## src/rtl/cpu_fetch_stream_if.sv

```systemverilog
// Fetch record type and the fetch<->bus/decode interface bundle.
// The master modport is the fetch side; the slave modport is the bus/decode/execute side.
package cpu_fetch_pkg;
  typedef struct packed {
    logic [31:0] pc;
    logic [31:0] instruction;
    logic [4:0]  inst_rs1;
    logic [4:0]  inst_rs2;
    logic [4:0]  inst_rd;
    logic        strobe;
  } fetch_data_t;
endpackage

interface cpu_fetch_stream_if;
  import cpu_fetch_pkg::*;

  logic        o_bus_request;
  logic [31:0] o_bus_address;
  logic        i_bus_ready;
  logic [31:0] i_bus_rdata;
  logic        i_busy;
  logic        i_jump;
  logic [31:0] i_jump_pc;
  fetch_data_t o_data;
  logic        o_fault;

  modport master (
    output o_bus_request, o_bus_address, o_data, o_fault,
    input  i_bus_ready, i_bus_rdata, i_busy, i_jump, i_jump_pc
  );

  modport slave (
    input  o_bus_request, o_bus_address, o_data, o_fault,
    output i_bus_ready, i_bus_rdata, i_busy, i_jump, i_jump_pc
  );
endinterface

```

## src/rtl/cpu_fetch_stream.sv

```systemverilog
// Instruction fetch producer: reads words, packs them into fetch records and toggles strobe.
// Optional CPU_FETCH_ALIGN_CHECK_EN: a misaligned redirect raises a sticky fault and halts fetch.
module cpu_fetch_stream #(
  parameter logic [31:0] RESET_VECTOR = 32'h0000_0000
) (
  input logic               i_clock,
  input logic               i_reset_n,
  cpu_fetch_stream_if.master bus
);
  import cpu_fetch_pkg::*;

  typedef enum logic [1:0] {FETCH, HOLD, FLUSH, HALT} state_t;

  state_t      state_q, state_d;
  logic [31:0] pc_q, pc_d;
  logic        req_q, req_d;
  logic [31:0] addr_q, addr_d;
  fetch_data_t data_q, data_d;
  logic        fault_q, fault_d;
  logic [31:0] jump_target;
  logic        jump_bad;
  logic [31:0] flush_target;
  fetch_data_t captured;

  assign jump_target = bus.i_jump_pc & 32'hFFFF_FFFC;

`ifdef CPU_FETCH_ALIGN_CHECK_EN
  assign jump_bad = bus.i_jump && (bus.i_jump_pc[1:0] != 2'b00);
`else
  assign jump_bad = 1'b0;
`endif

  assign flush_target = bus.i_jump ? jump_target : pc_q;

  always_comb begin
    captured.pc          = addr_q;
    captured.instruction = bus.i_bus_rdata;
    captured.inst_rs1    = bus.i_bus_rdata[19:15];
    captured.inst_rs2    = bus.i_bus_rdata[24:20];
    captured.inst_rd     = bus.i_bus_rdata[11:7];
    captured.strobe      = ~data_q.strobe;
  end

  // Redirects outrank busy and capture; a read still in flight is drained in FLUSH.
  always_comb begin
    state_d = state_q;
    pc_d    = pc_q;
    req_d   = req_q;
    addr_d  = addr_q;
    data_d  = data_q;
    fault_d = fault_q;
    case (state_q)
      FETCH: begin
        if (jump_bad) begin
          fault_d = 1'b1;
          req_d   = 1'b0;
          state_d = HALT;
        end else if (bus.i_jump) begin
          pc_d = jump_target;
          if (req_q && !bus.i_bus_ready) begin
            state_d = FLUSH;
          end else begin
            req_d  = 1'b1;
            addr_d = jump_target;
          end
        end else if (!req_q) begin
          req_d  = 1'b1;
          addr_d = pc_q;
        end else if (bus.i_bus_ready) begin
          data_d = captured;
          pc_d   = addr_q + 32'd4;
          if (bus.i_busy) begin
            req_d   = 1'b0;
            state_d = HOLD;
          end else begin
            addr_d = addr_q + 32'd4;
          end
        end
      end
      HOLD: begin
        if (jump_bad) begin
          fault_d = 1'b1;
          state_d = HALT;
        end else if (bus.i_jump) begin
          pc_d    = jump_target;
          req_d   = 1'b1;
          addr_d  = jump_target;
          state_d = FETCH;
        end else if (!bus.i_busy) begin
          req_d   = 1'b1;
          addr_d  = pc_q;
          state_d = FETCH;
        end
      end
      FLUSH: begin
        if (jump_bad) begin
          fault_d = 1'b1;
          req_d   = 1'b0;
          state_d = HALT;
        end else begin
          pc_d = flush_target;
          if (bus.i_bus_ready) begin
            req_d   = 1'b1;
            addr_d  = flush_target;
            state_d = FETCH;
          end
        end
      end
      HALT: begin
        req_d = 1'b0;
      end
      default: begin
        state_d = FETCH;
        req_d   = 1'b0;
      end
    endcase
  end

  // All outputs are registered so the first request appears one edge after reset release.
  always_ff @(posedge i_clock or negedge i_reset_n) begin
    if (!i_reset_n) begin
      state_q <= FETCH;
      pc_q    <= RESET_VECTOR;
      req_q   <= 1'b0;
      addr_q  <= RESET_VECTOR;
      data_q  <= '0;
      fault_q <= 1'b0;
    end else begin
      state_q <= state_d;
      pc_q    <= pc_d;
      req_q   <= req_d;
      addr_q  <= addr_d;
      data_q  <= data_d;
      fault_q <= fault_d;
    end
  end

  assign bus.o_bus_request = req_q;
  assign bus.o_bus_address = addr_q;
  assign bus.o_data        = data_q;
  assign bus.o_fault       = fault_q;
endmodule

```

## src/flat_wrapper.sv

```systemverilog
// flat-port wrapper written by rule: the top's interface ports become plain ports
module cpu_fetch_stream_flat import cpu_fetch_pkg::*;
#(
  parameter logic [31:0] RESET_VECTOR = 32'h0000_0000
)
  (i_clock, i_reset_n, bus_o_bus_request, bus_o_bus_address, bus_o_data, bus_o_fault, bus_i_bus_ready, bus_i_bus_rdata, bus_i_busy, bus_i_jump, bus_i_jump_pc);
  cpu_fetch_stream_if bus_i ();
  input logic i_clock;
  input logic i_reset_n;
  output wire logic [$bits(bus_i.o_bus_request)-1:0] bus_o_bus_request;
  output wire logic [$bits(bus_i.o_bus_address)-1:0] bus_o_bus_address;
  output wire logic [$bits(bus_i.o_data)-1:0] bus_o_data;
  output wire logic [$bits(bus_i.o_fault)-1:0] bus_o_fault;
  input wire logic [$bits(bus_i.i_bus_ready)-1:0] bus_i_bus_ready;
  input wire logic [$bits(bus_i.i_bus_rdata)-1:0] bus_i_bus_rdata;
  input wire logic [$bits(bus_i.i_busy)-1:0] bus_i_busy;
  input wire logic [$bits(bus_i.i_jump)-1:0] bus_i_jump;
  input wire logic [$bits(bus_i.i_jump_pc)-1:0] bus_i_jump_pc;
  assign bus_o_bus_request = bus_i.o_bus_request;
  assign bus_o_bus_address = bus_i.o_bus_address;
  assign bus_o_data = bus_i.o_data;
  assign bus_o_fault = bus_i.o_fault;
  assign bus_i.i_bus_ready = bus_i_bus_ready;
  assign bus_i.i_bus_rdata = bus_i_bus_rdata;
  assign bus_i.i_busy = bus_i_busy;
  assign bus_i.i_jump = bus_i_jump;
  assign bus_i.i_jump_pc = bus_i_jump_pc;
  cpu_fetch_stream #(.RESET_VECTOR(RESET_VECTOR)) u_core (.i_clock(i_clock), .i_reset_n(i_reset_n), .bus(bus_i));
endmodule
```

## config.mk

```make
export PLATFORM = sky130hd
export DESIGN_NAME = cpu_fetch_stream_flat
export DESIGN_NICKNAME = d
export VERILOG_FILES = /design/src/rtl/cpu_fetch_stream_if.sv /design/src/rtl/cpu_fetch_stream.sv /design/src/flat_wrapper.sv
export SDC_FILE = /design/constraint.sdc
export NUM_CORES = 1
export LEC_CHECK = 0
export CORE_MARGIN = 1.5
export CORE_UTILIZATION = 30
export DETAILED_ROUTE_END_ITERATION = 8
export PLACE_DENSITY = 0.62
export SLEW_MARGIN = 20
export SYNTH_ARGS = -nofsm -noshare
export SYNTH_HDL_FRONTEND = slang
export SYNTH_SLANG_ARGS = --single-unit
```

## constraint.sdc

```tcl
create_clock -name i_clock -period 4.8 [get_ports i_clock]
set_input_delay 0.96 -clock i_clock [delete_from_list [all_inputs] [get_ports i_clock]]
set_output_delay 0.96 -clock i_clock [all_outputs]
set_load 0.03 [all_outputs]
```

* Word-level counts from Yosys, hierarchy flattened
Cells that the tools add are included.
** Operators by class
- Add/subtract/negate cells :: 1
- $mul :: 0
- Divide/modulo/power cells :: 0
- Order comparisons :: 0
- Equality and inequality tests :: 12
- Shift-type cells :: 0
- Mux-type cells :: 32
- Bitwise gates (word level) :: 2
- Reduce and logical (&&, ||, !) cells :: 11
** Operators by type and width (number)
- 32-bit 2-to-1 mux :: 12
- 32-bit one-hot mux with 3 select lines :: 1
- 32-bit one-hot mux with 2 select lines :: 1
- 32-bit by 3-bit adder with 32-bit output (second input constant) :: 1
- 2-bit 2-to-1 mux :: 8
- 3-bit != test (second input constant) :: 4
- 1-bit 2-to-1 mux :: 8
- 4-bit != test (second input constant) :: 2
- 7-bit AND reduction :: 1
- 3-bit by 2-bit != test with 1-bit output (second input constant) :: 2
- 2-bit one-hot mux with 3 select lines :: 1
- 3-bit AND reduction :: 2
- 6-bit AND reduction :: 1
- 2-bit == test (second input constant) :: 2
- 1-bit one-hot mux with 4 select lines :: 1
- 4-bit AND reduction :: 1
- 3-bit nonzero test :: 1
- 2-bit by 1-bit == test with 1-bit output (second input constant) :: 1
- 2-bit zero test :: 1
- 2-bit != test (second input constant) :: 1
- 1-bit NOT :: 2
- 2-bit nonzero test :: 1
- 2-bit OR reduction :: 1
- 1-bit logical AND :: 1
- 1-bit zero test :: 1
** Storage, ports and cells
- Register bits :: 147
- Latch bits :: 0
- RAM bits :: 0
- ROM bits :: 0
- Input port bits :: 69
- Memories kept :: 0

* Longest topological paths before layout
- Depth in word-level cells :: 6
- Depth in mapped cells :: 10
- Mapped depth without buffers :: 7

* Worst setup path before layout
No wires, ideal clock.
- Path type :: in2reg
- From :: input port bus_i_jump
- To :: register u_core.addr_q[13], in the netlist u_core.bus.o_bus_address[13]
- Library setup time :: 0.132 ns
- Arrival time :: 2.283 ns
- Setup slack :: 2.385 ns
- Stages :: 7
- Buffers on the path :: 3
- Path through :: nand2b_1 -> o22ai_1 -> or3_1 -> clkbuf_1 -> buf_2 -> clkbuf_1 -> o2bb2ai_1
** Between the ends
- Longest elaborated chain between the ends :: 3
- Elaborated cells between the ends (all ways) :: 10
- Classes of those cells :: 4 x eq/ne; 5 x mux; 1 x reduce/logical
** RTL lines
- start, declared :: line flat_wrapper.sv:17 : input wire logic [$bits(bus_i.i_jump)-1:0] bus_i_jump;
- 32-bit 2-to-1 mux :: line cpu_fetch_stream.sv:33 : assign flush_target = bus.i_jump ? jump_target : pc_q;
- 32-bit 2-to-1 mux :: line cpu_fetch_stream.sv:102 : if (bus.i_bus_ready) begin
- 32-bit one-hot mux with 3 select lines :: line cpu_fetch_stream.sv:52 : case (state_q)
- end signal, assigned :: line cpu_fetch_stream.sv:132 : addr_q <= addr_d;
- end, declared :: line cpu_fetch_stream.sv:17 : logic [31:0] addr_q, addr_d;
Several ways; a longest one is shown, not always the timed one. The select of a mux whose other input is x is not followed.
A chain may end at the register's enable or synchronous reset.

* Final worst setup path
- From :: register u_core.req_q, in the netlist u_core.bus.o_bus_request
- To :: output port bus_o_bus_request
** RTL lines
- start, declared :: line cpu_fetch_stream.sv:16 : logic req_q, req_d;
- start signal, assigned :: line cpu_fetch_stream.sv:131 : req_q <= req_d;
- end, declared :: line flat_wrapper.sv:10 : output wire logic [$bits(bus_i.o_bus_request)-1:0] bus_o_bus_request;
No word-level cell between the ends.

==> metrics.txt <==
Top Family by Delay on Critical Path=flip-flops; mapped cell area=7151 sq um; # Post-CTS Setup Buffers=0; CTS root buffer=clkbuf_16; Post-Synth Simple-Gate Area=14.00%; Top FF cell, synth=dfrtp_1; final-report setup violation count=0; reg2reg setup slack=2.07 ns; setup TNS after final layout=0 ns; CP cell instances=clkdlybuf4s50_1; Fmax achieved=316.9 MHz; Post-synth ARST share=between 90% and 100%; RR Endpoint=u_core.bus.o_bus_address[21]; post-synthesis mux area share=11.02%; I/O pins=183; end of the critical path=bus_o_bus_request; CTS tree=done; FF-to-FF path depth=7; critical path depth=1; Crit Reg-Reg Startpoint=u_core.state_q[0]; fin nets=a little over 900; worst-margin pin slew=0.9913 ns; post-route ant nets=0; number of vias per cell=5.051; die span in y=between 150 and 200 microns; Final Wtd Congestion=about 0.81; max_cap viols=0; Post-Syn Instances=720; largest net degree at the start of global routing=78; crit path max-delay cell type=dfrtp_1; Reg clk slew, reported paths=around 0.06 ns; Antenna Cells=0; Buf+Inv Stages, Crit Path=1; first-pass GRT wire length=around 33 mm; CP Capture Type=primary output; All-Layer GR Usage=about 17%; core area=23400 sq um; Seq cells post-synth=132; yosys warns=0; via count of the first global-routing pass=5810; Post-Syn Nets=795; Slew headroom=33.91%; Initial DRC Count=424; XOR/XNOR share of the synthesized area=3.185%; final hold viol count=0; share of the yosys chip area belonging to registers=46.19%; CP Launch Type=flip-flop; share of cells above drive strength 1=14.61%; Leak=3.917 nW; GRT overflow=0; Hold-fix buffers, CTS=0; Skew-Pair Late Insertion Delay=0.43 ns; HP Class=reg -> reg; RSZ-0062 raised after global routing=no; Synth cell types=61; H-tree depth=4; Post-synth EDFFs=0; Yosys top cell area share=46.19%; pins over their slew limit=0; largest family of logic cells by synthesized area=compound AO/OA/AOI/OAI gates; synth top area cells=dfrtp_1, mux2_2, buf_4, o21ai_0, nand2_1; Synth Area in Compound Gates=16.20%; CTS Buf Count=17; initial core utilization=30.55%; status=finished clean; Power Density=just under 800 nW/um^2; critical path class=reg -> out; cts repair resizes=0; DRC Markers=0; drt wl/cell=17.72 microns; Placement Rows=56; critical path fanouts, max=25; hpwl dp=around 14 mm; die footprint=24770 sq um; fill count=~2300; DRT Pass-1 Iters=5; die width=157.4 microns; CP peak stage delay=between 0.9 and 1 ns; Critical Path RT=~3.8 ns; VDD IR max=0.3115 mV; Clock Tree Buf Depth=2; Layout Area Growth over Synthesis=33.56%; Worst Path Arrival=2.20 ns; antenna violations before repair=0; Avg Synthesized Cell Area=9.931 sq um; vias=between 5000 and 6000; port bufs=179; Yosys top cell by area=dfrtp_1; Routed Wire Length=between 20 and 25 mm; fin crit share=about 66%; Adder-Cell Fraction of Synth Area=1.050%; # clock sinks=132; final core utilization=about 41%; skew final=0.01002 ns; crit path time final=3.156 ns; CP startpoint=u_core.bus.o_bus_request
-- worst min-delay path by stage --
stage / from / end / cells past startpoint
after floorplan: u_core.pc_q[8] / u_core.pc_q[8] / 2
after global placement: u_core.pc_q[8] / u_core.pc_q[8] / 2
after detailed placement: u_core.pc_q[8] / u_core.pc_q[8] / 2
after CTS: u_core.pc_q[8] / u_core.pc_q[8] / 2
after global routing: u_core.bus.o_data[0] / u_core.bus.o_data[0] / 1
final: u_core.pc_q[8] / u_core.pc_q[8] / 2
-- area by class of cell --
| type | count | area (sq um) | share of cell area [%] |
|---|---|---|---|
| clock inverter | 13 | 181.4 | 1.900 |
| multi-input combinational | 482 | 3271 | 34.25 |
| timing repair buffer | 193 | 1906 | 19.95 |
| inverter | 10 | 37.54 | 0.3930 |
| clock buffer | 19 | 452.9 | 4.743 |
| sequential | 132 | 3303 | 34.59 |
| tap | 319 | 399.1 | 4.179 |
-- synth_stat cells (8+ instances only) --
| library cell | n |
|---|---|
| o21ai_0 | 62 |
| mux2i_1 | 9 |
| nand3_1 | 12 |
| mux2_2 | 62 |
| buf_4 | 48 |
| nor2_1 | 42 |
| nor4_1 | 8 |
| o2bb2ai_1 | 13 |
| buf_2 | 10 |
| inv_1 | 9 |
| a21oi_1 | 30 |
| and3_1 | 15 |
| or3_1 | 8 |
| a22oi_1 | 24 |
| clkbuf_1 | 29 |
| nand2_1 | 72 |
| xnor2_1 | 19 |
| dfrtp_1 | 132 |
-- kinds of logic after synthesis --
group	Yosys count
DFF	132
and+or+nand+nor	198
AOI/OAI and AO/OA	180
buffers and inverters	106
other	1
xor gates and xnor gates	26
muxes	71
adders and majority gates	6
-- registers in the layout (all words and copies together) (netlist names) --
register,flops
u_core.bus.o_bus_address,32
u_core.bus.o_bus_request,1
u_core.bus.o_data,65
u_core.pc_q,32
u_core.state_q,2
-- routing by layer --
layer	share of wire [%]	global-route usage (%)
met5	0	0
met4	0.97	4.492
met2	48	28.51
met3	6.8	4.185
met1	44	22.76
-- layout by cell type, fill, tap and decap left out, drive strengths merged, types with 15 or more instances in the layout --
master / count
dfrtp: 132
clkbuf: 19
buf: 16
nor2: 42
clkdlybuf4s50: 177
nand2: 72
a22oi: 24
and3: 15
mux2: 62
o21ai: 64
xnor2: 19
a21oi: 30
-- worst register-to-register path, delay by kind of cell (launching register included) --
family,cells,cell delay (ns)
AND/OR/NAND/NOR,1,0.85
buffers and inverters,1,0.11
AO/OA/AOI/OAI,4,0.67
flip-flops,1,0.37
adder cells (fa/ha/maj),1,0.66
-- stage by stage --
stage          instance area (sq um)  hold slack (ns)  total power [W]  cells  setup slack, ns
6_report                        9550           0.4610         0.007468   1168            1.644
4_1_cts                         9550           0.4628         0.007526   1168            1.683
3_3_place_gp                    8916           0.4452         0.006011   1136            1.495
5_1_grt                         9550           0.5088         0.007927   1168            1.612
2_1_floorplan                   7151           0.4310         0.004777    720            2.385
3_5_place_dp                    8916           0.4514         0.006076   1136            1.488
-- power breakdown --
group | switching (W) | internal, W
sequential | 0.000580 | 0.00164
clock | 0.000521 | 0.000895
combinational | 0.00220 | 0.00163
total | 0.00330 | 0.00417
Note: power is estimated with default switching activity, not from simulation.
